<file path="config.mk">
export PLATFORM = sky130hd
export DESIGN_NAME = coord_stream_gen
export DESIGN_NICKNAME = d
export VERILOG_FILES = /design/src/rtl/coord_gen_pkg.sv /design/src/rtl/coord_raster_counter.sv /design/src/rtl/coord_stream_gen.sv
export SDC_FILE = /design/constraint.sdc
export NUM_CORES = 1
export LEC_CHECK = 0
export ABC_AREA = 1
export ABC_CLOCK_PERIOD_IN_PS = 4000
export CORE_UTILIZATION = 50
export CTS_CLUSTER_SIZE = 14
export DETAILED_ROUTE_END_ITERATION = 16
export GPL_TIMING_DRIVEN = 0
export PLACE_DENSITY = 0.72
export SLEW_MARGIN = 5
export SYNTH_ARGS = -nofsm -noshare
export SYNTH_HDL_FRONTEND = slang
export SYNTH_HIERARCHICAL = 1
export SYNTH_SLANG_ARGS = --single-unit
</file>
<file path="constraint.sdc">
create_clock -name clk -period 4 [get_ports clk]
set_clock_uncertainty 0.1 [all_clocks]
set_input_delay 0.8 -clock clk [delete_from_list [all_inputs] [get_ports clk]]
set_output_delay 0.8 -clock clk [all_outputs]
set_load 0.05 [all_outputs]
</file>
<file path="src/rtl/coord_gen_pkg.sv">
// Shared types and helpers for the pixel-coordinate stream generator.
//   state_t   : generator FSM states (IDLE, LOAD, RUN)
//   DEF_*     : default coordinate width / fractional bits (Q4.28)
//   to_fix()  : constant function, real -> two's complement fixed point
package coord_gen_pkg;

    localparam int unsigned DEF_COORD_W   = 32;
    localparam int unsigned DEF_FRAC_BITS = 28;

    typedef enum logic [1:0] {
        ST_IDLE = 2'd0,
        ST_LOAD = 2'd1,
        ST_RUN  = 2'd2
    } state_t;

    // Scale by 2^frac and round; callers truncate to their coordinate width.
    function automatic logic [63:0] to_fix(input real v, input int unsigned frac);
        real scale;
        scale = 1.0;
        for (int unsigned i = 0; i < frac; i++) begin
            scale = scale * 2.0;
        end
        return 64'(longint'(v * scale));
    endfunction

endpackage

</file>
<file path="src/rtl/coord_raster_counter.sv">
// Raster position counter: x steps by NUM_LANES across a line, y steps per line.
// Ports:
//   clk, reset     clock, synchronous active-high reset
//   clear          return to (0,0) at frame start
//   advance        move to the next beat position
//   x, y           current beat position (x of lane 0, line index)
//   last_x_c       current beat is the last of its line
//   last_frame_c   current beat is the last of the frame
module coord_raster_counter #(
    parameter int unsigned X_SIZE    = 640,
    parameter int unsigned Y_SIZE    = 480,
    parameter int unsigned NUM_LANES = 1
) (
    input  logic                        clk,
    input  logic                        reset,
    input  logic                        clear,
    input  logic                        advance,
    output logic [$clog2(X_SIZE)-1:0]   x,
    output logic [$clog2(Y_SIZE)-1:0]   y,
    output logic                        last_x_c,
    output logic                        last_frame_c
);

    localparam int unsigned XW = $clog2(X_SIZE);
    localparam int unsigned YW = $clog2(Y_SIZE);
    localparam logic [XW-1:0] X_LAST = XW'(X_SIZE - NUM_LANES);
    localparam logic [YW-1:0] Y_LAST = YW'(Y_SIZE - 1);

    assign last_x_c     = (x == X_LAST);
    assign last_frame_c = last_x_c && (y == Y_LAST);

    // Position registers; the final beat of a frame wraps back to (0,0).
    always_ff @(posedge clk) begin
        if (reset || clear) begin
            x <= '0;
            y <= '0;
        end else if (advance) begin
            if (last_x_c) begin
                x <= '0;
                y <= last_frame_c ? '0 : y + YW'(1);
            end else begin
                x <= x + XW'(NUM_LANES);
            end
        end
    end

endmodule

</file>
<file path="src/rtl/coord_stream_gen.sv">
// Pixel-coordinate source for the fractal pipeline: rasters X_SIZE x Y_SIZE,
// NUM_LANES pixels per beat, emitting screen (x,y) and plane (cr,ci) over a
// valid/ready stream. Viewport (x0, y0, step) is shadowed and applied per frame.
// Ports:
//   clk, reset           clock, synchronous active-high reset
//   run                  level, keep generating frames
//   cfg_wr, cfg_x0/y0/step  shadow viewport write
//   ready_next_stage     downstream accept
//   valid_out, x, y, cr, ci  beat payload (cr lane k at [k*COORD_W +: COORD_W])
//   frame_done           pulse after the last beat of a frame is accepted
//   busy                 FSM not idle
// Optional: define COORD_GEN_MARKERS_EN to add sof / eol beat markers.
module coord_stream_gen
    import coord_gen_pkg::*;
#(
    parameter int unsigned X_SIZE    = 640,
    parameter int unsigned Y_SIZE    = 480,
    parameter int unsigned NUM_LANES = 1,
    parameter int unsigned COORD_W   = DEF_COORD_W,
    parameter int unsigned FRAC_BITS = DEF_FRAC_BITS
) (
    input  logic                             clk,
    input  logic                             reset,
    input  logic                             run,
    input  logic                             cfg_wr,
    input  logic [COORD_W-1:0]               cfg_x0,
    input  logic [COORD_W-1:0]               cfg_y0,
    input  logic [COORD_W-1:0]               cfg_step,
    input  logic                             ready_next_stage,
    output logic                             valid_out,
    output logic [$clog2(X_SIZE)-1:0]        x,
    output logic [$clog2(Y_SIZE)-1:0]        y,
    output logic [NUM_LANES*COORD_W-1:0]     cr,
    output logic [COORD_W-1:0]               ci,
    output logic                             frame_done,
`ifdef COORD_GEN_MARKERS_EN
    output logic                             sof,
    output logic                             eol,
`endif
    output logic                             busy
);

    localparam int unsigned LANE_SHIFT = $clog2(NUM_LANES);

    if ((X_SIZE % NUM_LANES) != 0) begin : g_bad_lanes
        $error("X_SIZE must be a multiple of NUM_LANES");
    end
    if ((1 << LANE_SHIFT) != NUM_LANES) begin : g_bad_pow2
        $error("NUM_LANES must be a power of two");
    end
    if (FRAC_BITS >= COORD_W) begin : g_bad_frac
        $error("FRAC_BITS must be smaller than COORD_W");
    end

    state_t state;
    state_t next_state;

    logic [COORD_W-1:0]           sh_x0;
    logic [COORD_W-1:0]           sh_y0;
    logic [COORD_W-1:0]           sh_step;
    logic [COORD_W-1:0]           act_step;
    logic [NUM_LANES*COORD_W-1:0] act_base;
    logic [NUM_LANES*COORD_W-1:0] load_base_c;
    logic [COORD_W-1:0]           lane_inc_c;

    logic accept_c;
    logic load_c;
    logic advance_c;
    logic finish_c;
    logic last_x_c;
    logic last_frame_c;

    assign accept_c   = valid_out && ready_next_stage;
    assign lane_inc_c = act_step << LANE_SHIFT;

    // Lane start values x0 + k*step as a running sum over the shadow viewport.
    always_comb begin
        logic [COORD_W-1:0] acc;
        load_base_c = '0;
        acc         = sh_x0;
        for (int unsigned k = 0; k < NUM_LANES; k++) begin
            load_base_c[k*COORD_W +: COORD_W] = acc;
            acc = acc + sh_step;
        end
    end

    // State register
    always_ff @(posedge clk) begin
        if (reset) begin
            state <= ST_IDLE;
        end else begin
            state <= next_state;
        end
    end

    // Next-state logic
    always_comb begin
        next_state = state;
        case (state)
            ST_IDLE: if (run) next_state = ST_LOAD;
            ST_LOAD: next_state = ST_RUN;
            ST_RUN:  if (accept_c && last_frame_c) next_state = run ? ST_LOAD : ST_IDLE;
            default: next_state = ST_IDLE;
        endcase
    end

    // Control strobes
    always_comb begin
        load_c    = 1'b0;
        advance_c = 1'b0;
        finish_c  = 1'b0;
        case (state)
            ST_LOAD: load_c = 1'b1;
            ST_RUN: begin
                advance_c = accept_c;
                finish_c  = accept_c && last_frame_c;
            end
            default: ;
        endcase
    end

    coord_raster_counter #(
        .X_SIZE    (X_SIZE),
        .Y_SIZE    (Y_SIZE),
        .NUM_LANES (NUM_LANES)
    ) u_raster (
        .clk          (clk),
        .reset        (reset),
        .clear        (load_c),
        .advance      (advance_c),
        .x            (x),
        .y            (y),
        .last_x_c     (last_x_c),
        .last_frame_c (last_frame_c)
    );

    // Viewport shadow/active registers and the beat datapath.
    // A cfg_wr during LOAD lands in the shadow after the active copy is taken.
    always_ff @(posedge clk) begin
        if (reset) begin
            sh_x0      <= '0;
            sh_y0      <= '0;
            sh_step    <= '0;
            act_step   <= '0;
            act_base   <= '0;
            cr         <= '0;
            ci         <= '0;
            valid_out  <= 1'b0;
            frame_done <= 1'b0;
            busy       <= 1'b0;
        end else begin
            frame_done <= finish_c;
            busy       <= (next_state != ST_IDLE);
            if (cfg_wr) begin
                sh_x0   <= cfg_x0;
                sh_y0   <= cfg_y0;
                sh_step <= cfg_step;
            end
            if (load_c) begin
                act_step  <= sh_step;
                act_base  <= load_base_c;
                cr        <= load_base_c;
                ci        <= sh_y0;
                valid_out <= 1'b1;
            end else if (advance_c) begin
                if (last_frame_c) begin
                    valid_out <= 1'b0;
                end else if (last_x_c) begin
                    cr <= act_base;
                    ci <= ci - act_step;
                end else begin
                    for (int unsigned k = 0; k < NUM_LANES; k++) begin
                        cr[k*COORD_W +: COORD_W] <= cr[k*COORD_W +: COORD_W] + lane_inc_c;
                    end
                end
            end
        end
    end

`ifdef COORD_GEN_MARKERS_EN
    // Markers describe the beat currently presented, so they move with it.
    always_ff @(posedge clk) begin
        if (reset) begin
            sof <= 1'b0;
            eol <= 1'b0;
        end else if (load_c) begin
            sof <= 1'b1;
            eol <= (X_SIZE == NUM_LANES);
        end else if (advance_c) begin
            sof <= 1'b0;
            if (last_frame_c) begin
                eol <= 1'b0;
            end else if (last_x_c) begin
                eol <= (X_SIZE == NUM_LANES);
            end else begin
                eol <= ((32'(x) + NUM_LANES) == (X_SIZE - NUM_LANES));
            end
        end
    end
`endif

endmodule

</file>
==> metrics.yaml <==
worst_setup_path:
  crit_type: "reg -> reg"
  crit_required_ns: 4.38
  end_kind: "register"
  path_cells: "ha_1 > nand2_1 > nor2_2 > nand3_2 > nor3_1 > nor2_4 > nor2_2 > clkbuf_1 > nand2_1 > a31oi_1"
  crit_fanout: 10
  start_kind: "register"
  slowest_stage: "clkbuf_1"
  critPathArrivalTime_ns: 3.47
  cpPeakStageDelay_ns: 0.57
finish:
  nets: 2545
  drive_above_1_share_pct: 4.873
  n_fill_cell: 2613
  multi_input_area_mm2: 0.007659
  regArea_mm2: 0.004965
  area_delta_synth_final_pct: 24.08
  utilization_pct: 63.82
logic_synthesis:
  ys_seq_elements: 248
  synth_ff_type: "dfxtp_1"
  netlist_top_cells_count: "570 x nand2_1, 336 x nor2_1, 252 x inv_1"
  syn-cell-area_mm2: 0.01398
  synth.distinct_cells: 45
  synthTopCellsByArea: "dfxtp_1 36%, nand2_1 15%, nor2_1 9.0%, inv_1 6.8%, a21oi_1 6.5%"
  syn_area_per_cell_um2: 6.465
  ys.warnings.count: 6
  yosysTopAreaCell: "dfxtp_1"
  synth_nets: 2329
  synth_seq_area_share_pct: 35.52
  postSynthCellCount: 2162
  ys_async_sr_fraction_pct: 0
  yosysMostFrequentCell: "nand2_1"
  synth_top_area_share_pct: 35.52
  synth_edf_count: 0
power:
  intPower_w: 0.004823
  swShare_pct: 31.16
  leakagePower_nw: 8.031
  pwr-share-clk_pct: 40.9
  vdd_drop_max_mv: 0.3533
  combPwrFrac_pct: 20.3
  total_power_w: 0.007006
  p_seq_share_pct: 38.8
  power_density_mw_per_mm2: 404.0
  power.switching_w: 0.002183
clock_tree:
  cts_max_level: 1
  cts_resized: 0
  clk_path_buf_depth: 3
  cts_tree: "yes"
  clk_pin_slew_ns: 0.06
  clk_latency_ns: 0.58
  clock-root-buffer: "clkbuf_16"
  cts_buffers: 29
  cts_hold_buffers: 0
  cts_sinks: 248
  post-cts-setup-buffer-count: 0
floorplan:
  die_area_mm2: 0.02863
  core_area_mm2: 0.02718
  io_pins: 187
  fp.dieW_um: 169.2
  rows: 60
  initial_core_util_pct: 51.43
  die_y_um: 169.2
sta:
  tns_ns: 0
  finalCritPeriodShare_pct: 77.28
  fmax_ghz: 0.3235
  setup_viol: 0
  slew_viol_final: 0
  period_needed_ns: 3.091
  final-hold-violation-count: 0
  worst_pin_slew_ns: 1.034
  relSlewSlack_pct: 31.03
  rsz0062_at_grt: "false"
hold_path:
  hold_class: "reg -> reg"
grt:
  grt_pass1_wl_um: 77230
  gr-total-overflow: 0
  grt_max_degree: 16
  track_usage_pct: 35.14
  first_global_vias: 14048
  antenna_found_initial: 1
routing:
  drt_pass1_iterations: 6
  drc: 0
  via_count: 14904
  via_per_inst: 5.373
  wl_per_cell_um: 18.23
  antenna_left: 0
  routed_wl_um: 50560
  drt_iter0_drc: 1229
place:
  gp_congestion: 0.9922
  dp_hpwl_um: 39510
  port_buffers: 185
status:
  status: "complete, no violations"
flow_run:
  maxCapViolCount: 0
routing by layer:
| metal | up-vias | share of wire (%) | GRT usage, % |
|---|---|---|---|
| met5 | - | 0 | 0 |
| met4 | 0 | 3.6 | 12.14 |
| met3 | 110 | 6.9 | 4.081 |
| met2 | 582 | 46 | 59.13 |
| met1 | 6876 | 43 | 46.51 |
| li1 | 7336 | - | - |
layout make-up:
class,instances,area share [%]
sequential,248,28.63
inverter,261,5.649
antenna,1,0.01443
clock buffer,40,4.826
clock inverter,14,1.205
tap,372,2.684
timing repair buffer,185,10.68
multi-input combinational,1571,44.16
buffer,82,2.157
final timing paths:
check	slack (ns)	from	depth (start not counted)	to
hold / removal	0.37	act_base[30]	2	act_base[30]
hold reg to reg	0.37	act_base[30]	2	act_base[30]
setup / recovery	0.91	u_raster/y[1]	10	cr[5]
setup reg to reg	0.91	u_raster/y[1]	10	cr[5]
cell families (layout without fill, tap and decap cells):
family          after synthesis  count (layout)  share of synthesized area (%)
simple gates               1056            1056                          30.87
compound gates              418             418                          15.96
buf+inv                     343             582                          9.686
flops                       248             248                          35.52
fa+ha+maj                    66              66                          6.016
xor+xnor                     31              31                          1.943
other cells                   0               1                              0
power groups by stage:
stage	registers, W	clock network, W	logic (W)
finish	0.00272	0.00287	0.00142
CTS	0.00271	0.00286	0.00140
global route	0.00273	0.00297	0.00157
global placement	0.00276	0	0.00137
floorplan	0.00281	0	0.000830
detailed placement	0.00276	0	0.00139
registers in the layout, summed over array words and instances (netlist names):
name and count:
act_base 32, act_step 32, ci 32, cr 32, load_base_c 32, sh_step 32, sh_y0 32, u_raster/x 10
u_raster/y 9, state 2, busy 1, frame_done 1, valid_out 1
through the flow:
| stage | cell area [um2] | setup WS [ns] | hold WS [ns] | cells |
|---|---|---|---|---|
| after floorplan | 13980 | 1.305 | 0.3364 | 2162 |
| after global placement | 16290 | 1.032 | 0.3488 | 2719 |
| after detailed placement | 16290 | 1.000 | 0.3527 | 2719 |
| after CTS | 17340 | 1.022 | 0.3634 | 2773 |
| after global routing | 17340 | 0.6097 | 0.3751 | 2774 |
| final | 17340 | 0.9089 | 0.3665 | 2774 |
placed cells by master, fill, tap and decap left out, types with 16 or more instances in the layout:
cell             count
ha_1                64
a31oi_1             16
dfxtp_1            248
nor2_1             336
clkbuf_1            55
nand2_1            570
nand3_1             85
a21oi_1            181
clkdlybuf4s50_1    185
buf_2               20
a22oi_1             23
xor2_1              24
clkbuf_16           29
inv_1              252
o21ai_0            178
critical path, delay by kind of cell, from the launching register on:
| family | cells | cell delay [ns] |
|---|---|---|
| AND/OR/NAND/NOR | 7 | 1.53 |
| buffers and inverters | 1 | 0.57 |
| flip-flops | 1 | 0.40 |
| adder cells (fa/ha/maj) | 1 | 0.21 |
| AO/OA/AOI/OAI | 1 | 0.18 |
Power figures use the tool's default switching activity.
